`src/rtl/uart_rx_unit.sv`:
```
// uart_rx_unit: 16x oversampling UART receiver (start, 8 data LSB first,
// optional parity, one stop bit). Companion of the TxUnit transmitter and
// uses the same parity_type / baud_rate encodings.
//
// Ports
//   clock        system clock, rising edge
//   reset_n      asynchronous active-low reset
//   data_rx      serial input, idle high, asynchronous to clock
//   parity_type  01 odd, 10 even, 00/11 no parity bit
//   baud_rate    00 2400, 01 4800, 10 19200, 11 9600 baud
//   data_out     last received byte
//   done_flag    one-cycle pulse when a frame completes (good or bad)
//   active_flag  high while a frame is being received
//   parity_error parity mismatch in the last frame
//   frame_error  stop bit sampled low in the last frame
//   baud_clk_w   one-cycle oversample tick
module uart_rx_unit #(
    parameter int unsigned CLK_FREQ   = 100_000_000,
    parameter int unsigned OVERSAMPLE = 16
) (
    input  logic       clock,
    input  logic       reset_n,
    input  logic       data_rx,
    input  logic [1:0] parity_type,
    input  logic [1:0] baud_rate,
    output logic [7:0] data_out,
    output logic       done_flag,
    output logic       active_flag,
    output logic       parity_error,
    output logic       frame_error,
    output logic       baud_clk_w
);

    localparam int unsigned DIV_2400  = CLK_FREQ / (2400 * OVERSAMPLE);
    localparam int unsigned DIV_4800  = CLK_FREQ / (4800 * OVERSAMPLE);
    localparam int unsigned DIV_9600  = CLK_FREQ / (9600 * OVERSAMPLE);
    localparam int unsigned DIV_19200 = CLK_FREQ / (19200 * OVERSAMPLE);

    localparam logic [15:0] LAST_2400  = 16'(DIV_2400 - 1);
    localparam logic [15:0] LAST_4800  = 16'(DIV_4800 - 1);
    localparam logic [15:0] LAST_9600  = 16'(DIV_9600 - 1);
    localparam logic [15:0] LAST_19200 = 16'(DIV_19200 - 1);

    typedef enum logic [2:0] {
        S_IDLE,
        S_START,
        S_DATA,
        S_PARITY,
        S_STOP
    } state_t;

    state_t      state;
    state_t      state_nxt;

    logic        sync1;
    logic        rx_s;
    logic        rx_prev;
    logic [1:0]  baud_l;
    logic [1:0]  par_l;
    logic [15:0] div_cnt;
    logic [15:0] div_last;
    logic [3:0]  tick_cnt;
    logic [2:0]  bit_idx;
    logic [7:0]  shift_q;
    logic        par_err_pend;

    logic        fall_c;
    logic        mid7_c;
    logic        mid15_c;
    logic        par_on_c;
    logic        par_bad_c;
    logic        start_c;
    logic        go_data_c;
    logic        shift_c;
    logic        par_c;
    logic        stop_c;

    // Two-flop synchroniser plus previous-sample flop for edge detection.
    always_ff @(posedge clock or negedge reset_n) begin
        if (!reset_n) begin
            sync1   <= 1'b1;
            rx_s    <= 1'b1;
            rx_prev <= 1'b1;
        end else begin
            sync1   <= data_rx;
            rx_s    <= sync1;
            rx_prev <= rx_s;
        end
    end

    assign fall_c   = rx_prev & ~rx_s;
    assign mid7_c   = baud_clk_w && (tick_cnt == 4'd7);
    assign mid15_c  = baud_clk_w && (tick_cnt == 4'd15);
    assign par_on_c = par_l[0] ^ par_l[1];
    // Even: sample must equal XOR of data; odd: its inverse.
    assign par_bad_c = rx_s != ((^shift_q) ^ (par_l == 2'b01));

    // Divider terminal count for the latched baud selection.
    always_comb begin
        div_last = LAST_9600;
        case (baud_l)
            2'b00:   div_last = LAST_2400;
            2'b01:   div_last = LAST_4800;
            2'b10:   div_last = LAST_19200;
            default: div_last = LAST_9600;
        endcase
    end

    // Settings track the inputs while idle and freeze from the start edge on.
    always_ff @(posedge clock or negedge reset_n) begin
        if (!reset_n) begin
            baud_l <= 2'b00;
            par_l  <= 2'b00;
        end else if (state == S_IDLE) begin
            baud_l <= baud_rate;
            par_l  <= parity_type;
        end
    end

    // Free-running tick divider; restarted on the start edge to align phase.
    // ">=" recovers cleanly if the divisor shrinks while idle.
    always_ff @(posedge clock or negedge reset_n) begin
        if (!reset_n) begin
            div_cnt    <= 16'd0;
            baud_clk_w <= 1'b0;
        end else if (start_c) begin
            div_cnt    <= 16'd0;
            baud_clk_w <= 1'b0;
        end else if (div_cnt >= div_last) begin
            div_cnt    <= 16'd0;
            baud_clk_w <= 1'b1;
        end else begin
            div_cnt    <= div_cnt + 16'd1;
            baud_clk_w <= 1'b0;
        end
    end

    // State register.
    always_ff @(posedge clock or negedge reset_n) begin
        if (!reset_n) begin
            state <= S_IDLE;
        end else begin
            state <= state_nxt;
        end
    end

    // Next-state and datapath strobes.
    always_comb begin
        state_nxt = state;
        start_c   = 1'b0;
        go_data_c = 1'b0;
        shift_c   = 1'b0;
        par_c     = 1'b0;
        stop_c    = 1'b0;
        case (state)
            S_IDLE: begin
                if (fall_c) begin
                    state_nxt = S_START;
                    start_c   = 1'b1;
                end
            end
            S_START: begin
                if (mid7_c) begin
                    if (rx_s) begin
                        state_nxt = S_IDLE;
                    end else begin
                        state_nxt = S_DATA;
                        go_data_c = 1'b1;
                    end
                end
            end
            S_DATA: begin
                if (mid15_c) begin
                    shift_c = 1'b1;
                    if (bit_idx == 3'd7) begin
                        state_nxt = par_on_c ? S_PARITY : S_STOP;
                    end
                end
            end
            S_PARITY: begin
                if (mid15_c) begin
                    par_c     = 1'b1;
                    state_nxt = S_STOP;
                end
            end
            S_STOP: begin
                if (mid15_c) begin
                    stop_c    = 1'b1;
                    state_nxt = S_IDLE;
                end
            end
            default: state_nxt = S_IDLE;
        endcase
    end

    // Bit-level counters, shift register and pending parity result.
    always_ff @(posedge clock or negedge reset_n) begin
        if (!reset_n) begin
            tick_cnt     <= 4'd0;
            bit_idx      <= 3'd0;
            shift_q      <= 8'd0;
            par_err_pend <= 1'b0;
        end else begin
            if (start_c || go_data_c) begin
                tick_cnt <= 4'd0;
            end else if (baud_clk_w && (state != S_IDLE)) begin
                tick_cnt <= tick_cnt + 4'd1;
            end

            if (go_data_c) begin
                bit_idx <= 3'd0;
            end else if (shift_c) begin
                bit_idx <= bit_idx + 3'd1;
            end

            if (shift_c) begin
                shift_q <= {rx_s, shift_q[7:1]};
            end

            if (go_data_c) begin
                par_err_pend <= 1'b0;
            end else if (par_c) begin
                par_err_pend <= par_bad_c;
            end
        end
    end

    // Host-facing outputs; error flags clear on the next valid start bit.
    always_ff @(posedge clock or negedge reset_n) begin
        if (!reset_n) begin
            data_out     <= 8'd0;
            done_flag    <= 1'b0;
            active_flag  <= 1'b0;
            parity_error <= 1'b0;
            frame_error  <= 1'b0;
        end else begin
            done_flag   <= stop_c;
            active_flag <= (state_nxt != S_IDLE);
            if (stop_c) begin
                data_out     <= shift_q;
                parity_error <= par_err_pend;
                frame_error  <= ~rx_s;
            end else if (go_data_c) begin
                parity_error <= 1'b0;
                frame_error  <= 1'b0;
            end
        end
    end

endmodule

```
`config.mk`:
```
export PLATFORM = sky130hd
export DESIGN_NAME = uart_rx_unit
export DESIGN_NICKNAME = d
export VERILOG_FILES = /design/src/rtl/uart_rx_unit.sv
export SDC_FILE = /design/constraint.sdc
export NUM_CORES = 1
export LEC_CHECK = 0
export BUFFER_PORTS_ARGS = -buffer_cell sky130_fd_sc_hd__buf_4
export CORE_MARGIN = 2
export CORE_UTILIZATION = 53
export DETAILED_ROUTE_END_ITERATION = 16
export PLACE_DENSITY = 0.72
export SETUP_SLACK_MARGIN = 0.05
export SKIP_LAST_GASP = 1
export SLEW_MARGIN = 20
export SYNTH_ARGS = -nofsm -noshare
export SYNTH_HDL_FRONTEND = slang
export SYNTH_SLANG_ARGS = --single-unit
```
`constraint.sdc`:
```
create_clock -name clock -period 3.1 [get_ports clock]
set_input_delay 0.155 -clock clock [delete_from_list [all_inputs] [get_ports clock]]
set_output_delay 0.155 -clock clock [all_outputs]
set_load 0.02 [all_outputs]
```
==> summary.md <==
| Metric | Value |
|---|---|
| Status | `completed` |
| Slowest CP cell | `dfrtp_1` |
| Dpl hpwl | `3278 µm` |
| Core ar. | `5010 µm²` |
| Switching share of total power | `0.3360` |
| RR Endpoint | `div_cnt[1]` |
| First-pass GRT wire length | `7500 µm` |
| Arrival time worst endpoint | `2.55 ns` |
| Routed Antenna Nets | `0` |
| Async set or reset register ratio after synthesis | `1.000` |
| Chip width | `75.44 µm` |
| Final setup viols | `0` |
| Die H | `75.44 µm` |
| YS warnings | `0` |
| DIE AREA | `5691 µm²` |
| Bufs on Longest Clock Path | `2` |
| Post-CTS Setup Bufs | `0` |
| Final wirelength | `4576 µm` |
| Worst Setup Slack, final | `0.7649 ns` |
| Cell Area, Synth | `2705 µm²` |
| CTS Buf Count | `5` |
| Filler cell count | `456` |
| CTS clk-pin slew, worst paths | `0.09 ns` |
| Worst clock skew | `0.002255 ns` |
| Clock latency on the worst-skew pair | `0.30 ns` |
| Flop pwr share | `0.480` |
| Inserted Diodes | `0` |
| Vias per cell | `5.110` |
| Clock share of power | `0.216` |
| Area delta synth->final | `12.58%` |
| R2R depth | `9` |
| Final net count | `314` |
| Initial antenna violation count | `0` |
| Initial cell density of the core | `0.5400` |
| Syn Inst Count | `257` |
| Combinational Power Share | `0.305` |
| CP Launch Type | `flip-flop` |
| Multi-input logic area | `1256 µm²` |
| VDD IR max | `0.0003973 V` |
| Total GRT Usage | `0.1741` |
| Slew @ Worst Pin | `0.6938 ns` |
| Most common cell in the netlist | `dfrtp_1` |
| RSZ-0062 raised after global routing | `no` |
| CTS root buf | `clkbuf_8` |
| Pleak | `1.473 nW` |
| DR vias | `1,819` |
| Drt first-iter violations | `30` |
| Crit path cell chain | `inv_1, ha_1, inv_1, ha_1, a21o_1, a22o_1, o21ai_0, o2111ai_2, nor3b_1` |
| Finished Layout Cells | `356` |
| Post-synth EDFFs | `0` |
| Critical Path End Type | `flip-flop` |
| Vias in the first global route | `1,641` |
| MaxCap Viol Count | `0` |
| DP Area | `2934 µm²` |
| Slew Limit Fails | `0` |
| Max transition margin | `0.5339` |
| Worst Path Required | `3.32 ns` |
| Pwr dens | `603.2 nW/µm²` |
| Top cells by area, synth | `dfrtp_1 48%, ha_1 10%, xnor2_1 5.2%, nand2_1 5.1%, mux2_2 3.3%` |
| Dpl ws | `0.7782 ns` |
| Critical path's largest stage delay | `0.40 ns` |
| Placed Cells | `346` |
| Final Cell Area | `3045 µm²` |
| HP Class | `in2reg` |
| Hold depth | `3` |
| Reported net switching power | `617.3 µW` |
| Area leader, netlist | `dfrtp_1` |
| DR WL/cell | `12.85 µm` |
| Tmin final | `2.335 ns` |
| I/O pin cnt | `20` |
| Setup TNS | `0 ns` |
| Final period utilization | `0.7533` |
| Critical R2R Launch | `baud_l[0]` |
| Post-synthesis sequential area ratio | `0.5102` |
| Netlist cell types | `36` |
| Final count of hold timing violations | `0` |
| WS Path Type | `reg2reg` |
| Pin count of the biggest net entering global routing | `56` |
| H-Tree Depth | `2` |
| Post-CTS sizing | `0` |
| FMAX | `428.2 MHz` |
| GRT overflow | `0` |
| Drt pass-1 iters | `4` |
| List of most frequent post-synthesis cells | `52 x dfrtp_1, 37 x nand2_1, 22 x ha_1` |
| Std cell rows | `26` |
| Hold_sp | `parity_type[0]` |
| Mean area per synthesized cell | `10.53 µm²` |
| Power Internal | `1.220 mW` |
| Register bit total from synthesis | `55` |
| CTS tree | `yes` |
| Share of cells above drive strength 1 | `0.1538` |
| Register Area | `1380 µm²` |
| Dominant synthesized flop cell | `dfrtp_1` |
| DR DRC count | `0` |
| Worst hold endpoint | `par_l[0]` |
| Top-area cell type share of the netlist area | `0.4810` |
| Sink Count | `55` |
| GP Congestion | `0.8549` |
| Reg2Reg Setup Slack | `0.76 ns` |
| I/O Buffers | `19` |
| CP Max Fanout | `14` |
-- worst max-delay path by stage --
stage / startpoint / endpoint / slack, ns / depth (start not counted)
after floorplan: baud_l[0] / div_cnt[10] / 1.05 / 10
after global placement: baud_l[0] / baud_clk_w / 0.82 / 9
after detailed placement: baud_l[0] / div_cnt[1] / 0.78 / 9
after CTS: baud_l[0] / div_cnt[1] / 0.75 / 9
after global routing: baud_l[0] / div_cnt[12] / 0.50 / 9
final: baud_l[0] / div_cnt[1] / 0.76 / 9
-- critical path: cells and delay by family (launching register included) --
family / cells / cell delay (ns)
flops: 1 / 0.40
fa+ha+maj: 2 / 0.44
simple gates: 1 / 0.29
compound gates: 4 / 0.94
buf+inv: 2 / 0.17
-- logic make-up (layout without fill, tap and decap cells) --
group           count (synthesis)  after routing  synth area share
compound gates                 22             22           0.05273
xor+xnor                       24             24           0.07771
fa+ha+maj                      22             22            0.1018
buf+inv                        17             44           0.02821
flops                          55             55            0.5102
mux                            10             10           0.04070
other cells                     1              3          0.001386
simple gates                  106            106            0.1873
-- repair_timing --
action,4_1_cts,5_1_grt
setup endpoints to repair,0,0
hold buffers,2,0
endpoints found under the hold margin,53,0
-- flip-flops by register name, indices dropped and copies added (netlist names), 2 cells and up --
| signal | cells |
|---|---|
| div_cnt | 16 |
| data_out | 8 |
| shift_q | 8 |
| tick_cnt | 4 |
| bit_idx | 3 |
| state | 3 |
| baud_l | 2 |
| par_l | 2 |
-- metrics by stage --
step / util / total power, mW / hold slack (ns)
2_1_floorplan: - / 1.313 / -0.1406
3_3_place_gp: 0.5857 / 1.442 / 0.2411
3_5_place_dp: 0.5857 / 1.458 / 0.2396
4_1_cts: 0.6079 / 1.862 / 0.04667
5_1_grt: 0.6079 / 1.969 / 0.04619
6_report: 0.6079 / 1.837 / 0.05651
-- power groups by stage --
| stage | registers (mW) | logic [mW] | clock network [mW] |
|---|---|---|---|
| detailed placement | 0.896 | 0.562 | 0 |
| floorplan | 0.875 | 0.438 | 0 |
| global placement | 0.890 | 0.552 | 0 |
| finish | 0.881 | 0.559 | 0.396 |
| CTS | 0.882 | 0.569 | 0.411 |
| global route | 0.894 | 0.636 | 0.439 |
-- placed cells by master, fill, tap and decap left out, types with 2 or more instances in the layout --
master | netlist | final
dfrtp_1 | 52 | 52
nand2_1 | 37 | 37
ha_1 | 22 | 22
buf_4 | 0 | 22
nor2_1 | 21 | 21
nor3_1 | 16 | 16
xnor2_1 | 16 | 16
inv_1 | 12 | 12
nand3_1 | 12 | 12
xor2_1 | 8 | 8
mux2_2 | 8 | 8
a21oi_1 | 7 | 7
o21ai_0 | 7 | 7
clkbuf_8 | 0 | 6
nand4_1 | 5 | 5
nand2b_1 | 3 | 3
conb_1 | 1 | 3
dfstp_2 | 3 | 3
and3_1 | 2 | 2
nor2b_1 | 2 | 2
a22o_1 | 2 | 2
mux2i_1 | 2 | 2
dlygate4sd3_1 | 0 | 2
-- per-layer routing --
metal	GRT usage	vias up	wire length (µm)
met5	0	-	0
met4	0.04678	0	48
met3	0.03704	5	113
met2	0.2763	25	2183
met1	0.2456	859	2230
li1	-	930	-
-- area by class of cell --
class	count	area share
sequential	55	0.4532
multi-input combinational	187	0.4125
timing repair buffer	24	0.06081
tap	70	0.02876
clock buffer	7	0.02835
inverter	12	0.01479
clock inverter	1	0.001643
No activity file was read; power rests on OpenSTA's default activity.
